`config.mk`:
```
export PLATFORM = sky130hd
export DESIGN_NAME = gpio_bank_flat
export DESIGN_NICKNAME = d
export VERILOG_FILES = /design/src/rtl/gpio_bank_if.sv /design/src/rtl/gpio_bank.sv /design/src/flat_wrapper.sv
export SDC_FILE = /design/constraint.sdc
export NUM_CORES = 1
export LEC_CHECK = 0
export BUFFER_PORTS_ARGS = -buffer_cell sky130_fd_sc_hd__buf_2
export CAP_MARGIN = 40
export CORE_ASPECT_RATIO = 1.4
export CORE_MARGIN = 2
export CORE_UTILIZATION = 52
export DETAILED_ROUTE_END_ITERATION = 8
export PLACE_DENSITY = 0.88
export SYNTH_ARGS = -nofsm -noshare
export SYNTH_HDL_FRONTEND = slang
export SYNTH_SLANG_ARGS = --single-unit
```
`constraint.sdc`:
```
create_clock -name clk -period 2.6 [get_ports clk]
set_input_delay 0.52 -clock clk [delete_from_list [all_inputs] [get_ports clk]]
set_output_delay 0.52 -clock clk [all_outputs]
set_load 0.02 [all_outputs]
```
`src/rtl/gpio_bank_if.sv`:
```
// gpio_bank_if: CPU-side register bus of the GPIO bank.
//   addr  : word offset inside the GPIO window (decoded by the top level)
//   wdata : write data
//   we    : byte write enables; only a full-word write (all four set) acts
//   re    : read strobe
//   rdata : registered read data, valid the cycle after re
// master = CPU/bus side, slave = gpio_bank.
interface gpio_bank_if;
  logic [2:0]  addr;
  logic [31:0] wdata;
  logic [3:0]  we;
  logic        re;
  logic [31:0] rdata;

  modport master (output addr, output wdata, output we, output re, input rdata);
  modport slave  (input addr, input wdata, input we, input re, output rdata);
endinterface

```
`src/rtl/gpio_bank.sv`:
```
// gpio_bank: memory-mapped GPIO peripheral with NUM_PINS channels.
// Each channel has output value / output enable registers, a synchronised
// (optionally debounced) input, rising/falling edge detection into a sticky
// write-1-to-clear STATUS register, and one combined interrupt line.
//
// Ports:
//   clk     : system clock
//   reset   : asynchronous, active-high reset
//   bus     : gpio_bank_if.slave register bus (addr/wdata/we/re/rdata)
//   pin_in  : raw asynchronous pad inputs
//   pin_out : output value per pin (OUT register)
//   pin_oe  : 1 = drive pin_out, 0 = high impedance (OE register)
//   irq     : OR of STATUS bits whose RISE_EN or FALL_EN is set
//
// Register map (word offset): 0 OUT, 1 OE, 2 IN (RO), 3 RISE_EN, 4 FALL_EN,
// 5 STATUS (W1C), 6 OUT_SET (WO), 7 OUT_CLR (WO).
//
// Build option: define GPIO_DEBOUNCE_EN to add a per-pin debounce filter of
// DEBOUNCE_CYCLES stable cycles between the synchroniser and IN/edge detect.
module gpio_bank #(
  parameter int NUM_PINS        = 8,
  parameter int SYNC_STAGES     = 2,
  parameter int DEBOUNCE_CYCLES = 16
) (
  input  logic                clk,
  input  logic                reset,
  gpio_bank_if.slave          bus,
  input  logic [NUM_PINS-1:0] pin_in,
  output logic [NUM_PINS-1:0] pin_out,
  output logic [NUM_PINS-1:0] pin_oe,
  output logic                irq
);

`ifdef GPIO_DEBOUNCE_EN
  localparam int DB_EN = 1;
`else
  localparam int DB_EN = 0;
`endif
  // Edge detection stays blind until a pad level present during reset has
  // propagated all the way through to prev.
  localparam int WARM   = SYNC_STAGES + 1 + DB_EN * DEBOUNCE_CYCLES;
  localparam int WARM_W = $clog2(WARM + 1);

  localparam logic [2:0] A_OUT  = 3'd0;
  localparam logic [2:0] A_OE   = 3'd1;
  localparam logic [2:0] A_IN   = 3'd2;
  localparam logic [2:0] A_RISE = 3'd3;
  localparam logic [2:0] A_FALL = 3'd4;
  localparam logic [2:0] A_STAT = 3'd5;
  localparam logic [2:0] A_SET  = 3'd6;
  localparam logic [2:0] A_CLR  = 3'd7;

  typedef logic [NUM_PINS-1:0] pins_t;

  // Register bits above NUM_PINS-1 read as zero.
  function automatic logic [31:0] zext(input pins_t v);
    logic [31:0] r;
    r = '0;
    r[NUM_PINS-1:0] = v;
    return r;
  endfunction

  pins_t              out_q, oe_q, rise_en_q, fall_en_q, status_q;
  pins_t              sync_p [SYNC_STAGES];
  pins_t              sync, filt, prev_q, rise, fall, w1c, wr_data;
  logic [WARM_W-1:0]  warm_cnt;
  logic               armed, wr_full;
  logic [31:0]        rd_mux, rdata_q;
  logic               unused_wdata;

  assign wr_full      = &bus.we;
  assign wr_data      = bus.wdata[NUM_PINS-1:0];
  assign unused_wdata = ^bus.wdata;

  // Stage: pad synchroniser (sync_p[0] is the metastability catcher)
  always_ff @(posedge clk or posedge reset) begin
    if (reset) begin
      for (int i = 0; i < SYNC_STAGES; i++) sync_p[i] <= '0;
    end else begin
      sync_p[0] <= pin_in;
      for (int i = 1; i < SYNC_STAGES; i++) sync_p[i] <= sync_p[i-1];
    end
  end
  assign sync = sync_p[SYNC_STAGES-1];

  // Stage: input filter
`ifdef GPIO_DEBOUNCE_EN
  localparam int CNT_W = $clog2(DEBOUNCE_CYCLES + 1);
  logic [CNT_W-1:0] db_cnt [NUM_PINS];
  pins_t            filt_q;

  // The counter's next value reaching DEBOUNCE_CYCLES is the update edge,
  // so filt follows sync exactly DEBOUNCE_CYCLES cycles after sync moved.
  always_ff @(posedge clk or posedge reset) begin
    if (reset) begin
      filt_q <= '0;
      for (int i = 0; i < NUM_PINS; i++) db_cnt[i] <= '0;
    end else begin
      for (int i = 0; i < NUM_PINS; i++) begin
        if (sync[i] == filt_q[i]) begin
          db_cnt[i] <= '0;
        end else if (db_cnt[i] == CNT_W'(DEBOUNCE_CYCLES - 1)) begin
          filt_q[i] <= sync[i];
          db_cnt[i] <= '0;
        end else begin
          db_cnt[i] <= db_cnt[i] + CNT_W'(1);
        end
      end
    end
  end
  assign filt = filt_q;
`else
  assign filt = sync;
`endif

  // Stage: warm-up counter, saturates until the next reset
  always_ff @(posedge clk or posedge reset) begin
    if (reset)       warm_cnt <= '0;
    else if (!armed) warm_cnt <= warm_cnt + WARM_W'(1);
  end
  assign armed = (warm_cnt == WARM_W'(WARM));

  assign rise = armed ? (filt & ~prev_q & rise_en_q) : '0;
  assign fall = armed ? (~filt & prev_q & fall_en_q) : '0;
  assign w1c  = (wr_full && bus.addr == A_STAT) ? wr_data : '0;

  always_comb begin
    rd_mux = '0;
    case (bus.addr)
      A_OUT:   rd_mux = zext(out_q);
      A_OE:    rd_mux = zext(oe_q);
      A_IN:    rd_mux = zext(filt);
      A_RISE:  rd_mux = zext(rise_en_q);
      A_FALL:  rd_mux = zext(fall_en_q);
      A_STAT:  rd_mux = zext(status_q);
      default: rd_mux = '0;
    endcase
  end

  // Stage: register file, edge status, read data
  always_ff @(posedge clk or posedge reset) begin
    if (reset) begin
      out_q     <= '0;
      oe_q      <= '0;
      rise_en_q <= '0;
      fall_en_q <= '0;
      status_q  <= '0;
      prev_q    <= '0;
      rdata_q   <= '0;
    end else begin
      if (wr_full) begin
        case (bus.addr)
          A_OUT:   out_q     <= wr_data;
          A_OE:    oe_q      <= wr_data;
          A_RISE:  rise_en_q <= wr_data;
          A_FALL:  fall_en_q <= wr_data;
          A_SET:   out_q     <= out_q | wr_data;
          A_CLR:   out_q     <= out_q & ~wr_data;
          default: ;
        endcase
      end
      // A new edge wins over a simultaneous write-1-to-clear of that bit.
      status_q <= (status_q & ~w1c) | rise | fall;
      prev_q   <= filt;
      if (bus.re) rdata_q <= rd_mux;
    end
  end

  assign bus.rdata = rdata_q;
  assign pin_out   = out_q;
  assign pin_oe    = oe_q;
  assign irq       = |(status_q & (rise_en_q | fall_en_q));

endmodule

```
`src/flat_wrapper.sv`:
```
// flat-port wrapper written by rule: the top's interface ports become plain ports
module gpio_bank_flat 
#(
  parameter int NUM_PINS        = 8,
  parameter int SYNC_STAGES     = 2,
  parameter int DEBOUNCE_CYCLES = 16
)
  (clk, reset, pin_in, pin_out, pin_oe, irq, bus_addr, bus_wdata, bus_we, bus_re, bus_rdata);
  gpio_bank_if bus_i ();
  input  logic clk;
  input  logic reset;
  input  logic [NUM_PINS-1:0] pin_in;
  output logic [NUM_PINS-1:0] pin_out;
  output logic [NUM_PINS-1:0] pin_oe;
  output logic irq;
  input wire logic [$bits(bus_i.addr)-1:0] bus_addr;
  input wire logic [$bits(bus_i.wdata)-1:0] bus_wdata;
  input wire logic [$bits(bus_i.we)-1:0] bus_we;
  input wire logic [$bits(bus_i.re)-1:0] bus_re;
  output wire logic [$bits(bus_i.rdata)-1:0] bus_rdata;
  assign bus_i.addr = bus_addr;
  assign bus_i.wdata = bus_wdata;
  assign bus_i.we = bus_we;
  assign bus_i.re = bus_re;
  assign bus_rdata = bus_i.rdata;
  gpio_bank #(.NUM_PINS(NUM_PINS), .SYNC_STAGES(SYNC_STAGES), .DEBOUNCE_CYCLES(DEBOUNCE_CYCLES)) u_core (.clk(clk), .reset(reset), .bus(bus_i), .pin_in(pin_in), .pin_out(pin_out), .pin_oe(pin_oe), .irq(irq));
endmodule
```
==> Word level (Yosys, flattened, before mapping) <==
Index checks and enable logic that the tools add are counted.
{ "classes": {"n_addsub": 1, "n_eq_ne": 8, "muxes": 5, "bitwise": 15, "reduce_logical": 9} }
{ "op_table": {"columns": ["op", "count"], "rows": [
  ["bitwise AND 8 bit", 7],
  ["one-hot mux 8 bit (6 select lines)", 1],
  ["NOT 8 bit", 4],
  ["OR 8 bit", 4],
  ["2-to-1 mux 8 bit", 3],
  ["one-hot mux 8 bit (3 select lines)", 1],
  ["AND reduction 5 bit", 4],
  ["== test 3 bit, second input constant", 4],
  ["OR reduction 8 bit", 1],
  ["== test 3 x 2 -> 1 bit, second input constant", 2],
  ["AND reduction 4 bit", 1],
  ["== test 3 x 1 -> 1 bit, second input constant", 1],
  ["logical NOT 3 bit", 1],
  ["nonzero test 3 bit", 1],
  ["adder 2 x 1 -> 2 bit, second input constant", 1],
  ["== test 2 bit, second input constant", 1],
  ["logical AND 1 bit", 1]
]} }
{ "word_totals": {"register_bits": 98, "inputBits": 50, "out_inout_bits": 49, "elab_cells": 48} }

==> Logic depth before layout (Yosys ltp) <==
{ "depth": {"depth_word": 7, "ltp_mapped": 7, "ltp_nobuf": 4} }

==> Worst setup path before layout <==
No wires, ideal clock.
{ "synth_timing": {"path_type": "input-to-reg", "from": "input bus_addr[2]", "to": "register u_core.fall_en_q[0]", "setup_ns": 0.125, "t_arrival_ns": 1.510, "required_time_ns": 2.475, "slack_ns": 0.965, "stages": 6, "n_path_buf": 2, "path_cell_list": "buf_6 -> nor2b_2 -> buf_4 -> and2b_4 -> nand2_4 -> mux2_4"} }
{ "synth_via": {"elab_chain_len": 2} }
{ "synth_lines": {"columns": ["element", "line", "text"], "rows": [
  ["start: declaration", "flat_wrapper.sv:16", "input wire logic [$bits(bus_i.addr)-1:0] bus_addr;"],
  ["== test 3 bit", "gpio_bank.sv:152", "case (bus.addr)"],
  ["AND reduction 5 bit (no line)", null, null],
  ["end signal: assignment", "gpio_bank.sv:156", "A_FALL: fall_en_q <= wr_data;"],
  ["end: declaration", "gpio_bank.sv:63", "pins_t out_q, oe_q, rise_en_q, fall_en_q, status_q;"]
]} }
Every way passes these cells.
A chain may end at the register's enable or synchronous reset.

==> Worst setup path after layout <==
{ "layout_timing": {"from": "register u_core.fall_en_q[7]", "to": "output irq"} }
{ "layout_via": {"elab_chain_len": 3} }
{ "layout_lines": {"columns": ["element", "line", "text"], "rows": [
  ["OR 8 bit", "gpio_bank.sv:172", "assign irq = |(status_q & (rise_en_q | fall_en_q));"],
  ["bitwise AND 8 bit", "gpio_bank.sv:172", null],
  ["OR reduction 8 bit", "gpio_bank.sv:172", null],
  ["end: declaration", "flat_wrapper.sv:15", "output logic irq;"]
]} }
Every way passes these cells.

==> results.md <==
| Stage | Quantity | Value |
|---|---|---|
| run status | Outcome | completed |
| die | Height of the die | 102 microns |
| sta | Final clock period utilization by the worst path | 87.6% |
| power | Part of the total power dissipated in sequential elements | 51.1% |
| sta | Worst-Margin Slew | 0.756 ns |
| route | Number of search-and-repair iterations in the first detailed-routing pass | 4 |
| worst setup path | Reg2reg end | u_core.warm_cnt[1] |
| clock tree | CTS tree | yes |
| logic synthesis | Netlist Area Pre-Place | 3560 sq um |
| grt | Total gr overflow | 0 |
| route | Drt wl/cell | 17.1 microns |
| power | Clk pwr share | 32.1% |
| worst setup path | Critical path capture point | irq |
| clock tree | Number of buffers between clock root and the deepest sink | 2 |
| logic synthesis | Post-synthesis register bit count | 74 |
| route | Count of routing violations after the opening detailed-route iteration | 331 |
| clock tree | Clock buffer count from CTS | 9 |
| placed design | Post-DP HPWL | 5530 microns |
| power | Proportion of total power due to net switching | 28.1% |
| logic synthesis | Number of library cell types mapped by synthesis | 41 |
| flow run | Max-cap violation count | 0 |
| logic synthesis | Sequential share of the synthesized area | 51.9% |
| worst setup path | Required @ worst endpoint | 2.08 ns |
| sta | Final worst path period need | 2.28 ns |
| logic synthesis | Area fraction of the dominant cell type after synthesis | 51.9% |
| power | Logic pwr share | 16.7% |
| layout | Post-synthesis to final-layout area growth | 12.5% |
| worst setup path | Critical Path AT | 1.76 ns |
| die | Placeable core region | 6610 sq um |
| sta | Final Hold Viols | 0 |
| logic synthesis | Number of instances in the synthesized netlist | 321 |
| clock tree | Clk_lat worst skew | 0.35 ns |
| logic synthesis | Top post-synthesis cells by area | sky130_fd_sc_hd__dfrtp_1 (52%), sky130_fd_sc_hd__mux2_2 (8.2%), sky130_fd_sc_hd__buf_4 (5.9%) |
| route | Number of vias per cell after detailed routing | 5.77 |
| clock tree | Setup Buffers After CTS | 0 |
| die | Initial core utilization | 53.9% |
| power | Switching component of the power | 751 uW |
| clock tree | Clock-pin slew of the registers on the worst-case setup and hold paths | 0.08 ns |
| placed design | Last weighted congestion value of the routability-driven placer | 0.868 |
| sta | Worst-case headroom to the max-slew limit | 49.5% |
| route | DR DRC count | 0 |
| die | Std-Cell Rows | 35 |
| die | Horiz. Die Dim | 74.0 microns |
| clock tree | Sink count of the clock tree | 74 |
| worst setup path | Setup crit start kind | register |
| worst setup path | Register-to-register path setup slack | 1.27 ns |
| power | Largest vdd supply drop | 0.312 mV |
| min path | Worst min path class | input pin to register |
| logic synthesis | Synth warn | 0 |
| worst setup path | Critical path startpoint | u_core.fall_en_q[7] |
| layout | Final layout net count | 424 |
| sta | Highest clock frequency the design can meet | 439 MHz |
| layout | Fraction of final layout cells with drive strength greater than 1 | 30.8% |
| clock tree | Clock Root Buffer | sky130_fd_sc_hd__clkbuf_8 |
| sta | Clock Skew | 0.00918 ns |
| logic synthesis | Synth area leader | sky130_fd_sc_hd__dfrtp_1 |
| die | Die outline area | 7540 sq um |
| grt | Total routing resource utilization after global routing | 23.8% |
| sta | Total Negative Setup Slacks | 0 ns |
| route | Remaining antenna violation count | 0 |
| clock tree | Number of levels in the clock H-tree | 3 |
| grt | Number of global-route vias before repair | 2602 |
| die | Number of ports placed on the die boundary | 99 |
| logic synthesis | Post-Synthesis Mean Instance Area | 11.1 sq um |
| worst setup path | Critical path fanouts, max | 4 |
| grt | Wire length of the first global-routing pass | 13200 microns |
| placed design | Number of buffers added on ports | 50 |
| worst setup path | R2R cell count | 2 |
| power | Power density over the cells | 667 nW/um^2 |
| clock tree | Number of resized instances in the post-cts repair step | 0 |
| worst setup path | Crit Path Category | register to primary output |
| route | Number of vias in the routed layout | 2708 |
| power | Internal power | 1.93 mW |
| clock tree | Hold-fix buffers at CTS | 0 |
| power | Leak Pwr | 1.87 nW |
| layout | Layout Utilization | 60.6% |
| grt | Pin count of the biggest net entering global routing | 35 |
| sta | Number of pins with negative max-slew slack in the final report | 0 |
| layout | Ant. Diodes | 0 |
| worst setup path | Endpoint kind of the worst setup timing path | primary output |
| sta | RSZ-0062 raised after global routing | no |
| route | Final wirelength | 8040 microns |
| worst setup path | Launch instance of the worst register-to-register path | u_core.warm_cnt[0] |
| grt | Initial antenna violation count | 0 |
| sta | Final-report setup violation count | 0 |
## per-layer routing
metal / part of all wire [%] / up-vias / GRT usage [%]
met5: 0 / - / 0
met4: 3.9 / 0 / 13.8
met3: 7.5 / 25 / 5.23
met2: 49 / 145 / 36.5
met1: 40 / 1331 / 30.7
li1: - / 1207 / -
## worst min path at each step
stage / from / end / depth (start not counted)
after floorplan: u_core.sync_p[8] / u_core.filt[0] / 0
after global placement: u_core.sync_p[15] / u_core.filt[7] / 0
after detailed placement: u_core.sync_p[8] / u_core.filt[0] / 0
after CTS: pin_in[6] / u_core.sync_p[14] / 1
after global routing: pin_in[6] / u_core.sync_p[14] / 1
final: pin_in[6] / u_core.sync_p[14] / 1
## kinds of logic (layout without fill, tap and decap cells)
kind of cell / count (synthesis) / count (layout) / share of synthesized area [%]
DFF: 74 / 74 / 51.9
and+or+nand+nor: 84 / 84 / 12.9
adders and majority gates: 1 / 1 / 0.351
other: 1 / 24 / 0.105
buffers and inverters: 43 / 76 / 7.93
muxes: 38 / 38 / 12.7
xor gates and xnor gates: 1 / 1 / 0.246
AOI/OAI and AO/OA: 79 / 79 / 13.8
## metrics by stage
step	power, mW	worst slack, ns	area, sq um	std cells	hold WS [ns]
2_1_floorplan	1.71	0.198	3650	344	0.331
3_3_place_gp	1.81	0.644	3820	454	0.332
3_5_place_dp	1.83	0.623	3820	454	0.336
4_1_cts	2.68	0.355	4010	469	0.263
5_1_grt	2.80	0.244	4010	469	0.254
6_report	2.68	0.323	4010	469	0.268
## power groups by stage
| stage | sequential (mW) | clock (mW) | combinational (mW) |
|---|---|---|---|
| floorplan | 1.40 | 0 | 0.309 |
| global route | 1.39 | 0.925 | 0.491 |
| global placement | 1.38 | 0 | 0.431 |
| detailed placement | 1.39 | 0 | 0.446 |
| finish | 1.37 | 0.860 | 0.448 |
| CTS | 1.37 | 0.871 | 0.448 |
## synth_stat cells (all sizes together)
cell and count:
and3 1, or2 1, nand3b 10, xnor2 1
mux2 34, and2b 1, and2 1, clkbuf 5
a41oi 4, a32oi 1, nand3 15, a21oi 17
nand4 3, o22a 1, a22o 12, inv 1
conb 1, and4 1, nor2 19, dfrtp 74
o211ai 1, buf 37, nand2 23, a211oi 9
a31oi 3, ha 1, nor2b 2, mux2i 4
o21ai 31, nand2b 6, nor3 1
## cells in the final DEF (no fill, tap or decap), drive strengths merged, types with 9 or more instances in the layout
cell type	count
mux2	34
a22o	12
buf	60
a211oi	9
conb	24
dfrtp	74
clkbuf	12
nand3	15
a21oi	17
nor2	19
nand3b	10
o21ai	31
nand2	23
## cell type report
type                    instances  area [sq um]
inverters                       1          3.75
clock buffers                  12           145
clock inverters                 3          40.0
well taps                      92           115
flip-flops and latches         74          1850
multi-input cells             227          1520
repair buffers                 60           338
fillers                       521          2600
## worst max-delay path: stages, from the launching register on
cell and delay [ns]:
sky130_fd_sc_hd__dfrtp_1 0.42, sky130_fd_sc_hd__o21ai_0 0.30, sky130_fd_sc_hd__nand4_1 0.21, sky130_fd_sc_hd__or2_2 0.31, sky130_fd_sc_hd__buf_2 0.16
Power figures use the tool's default switching activity.
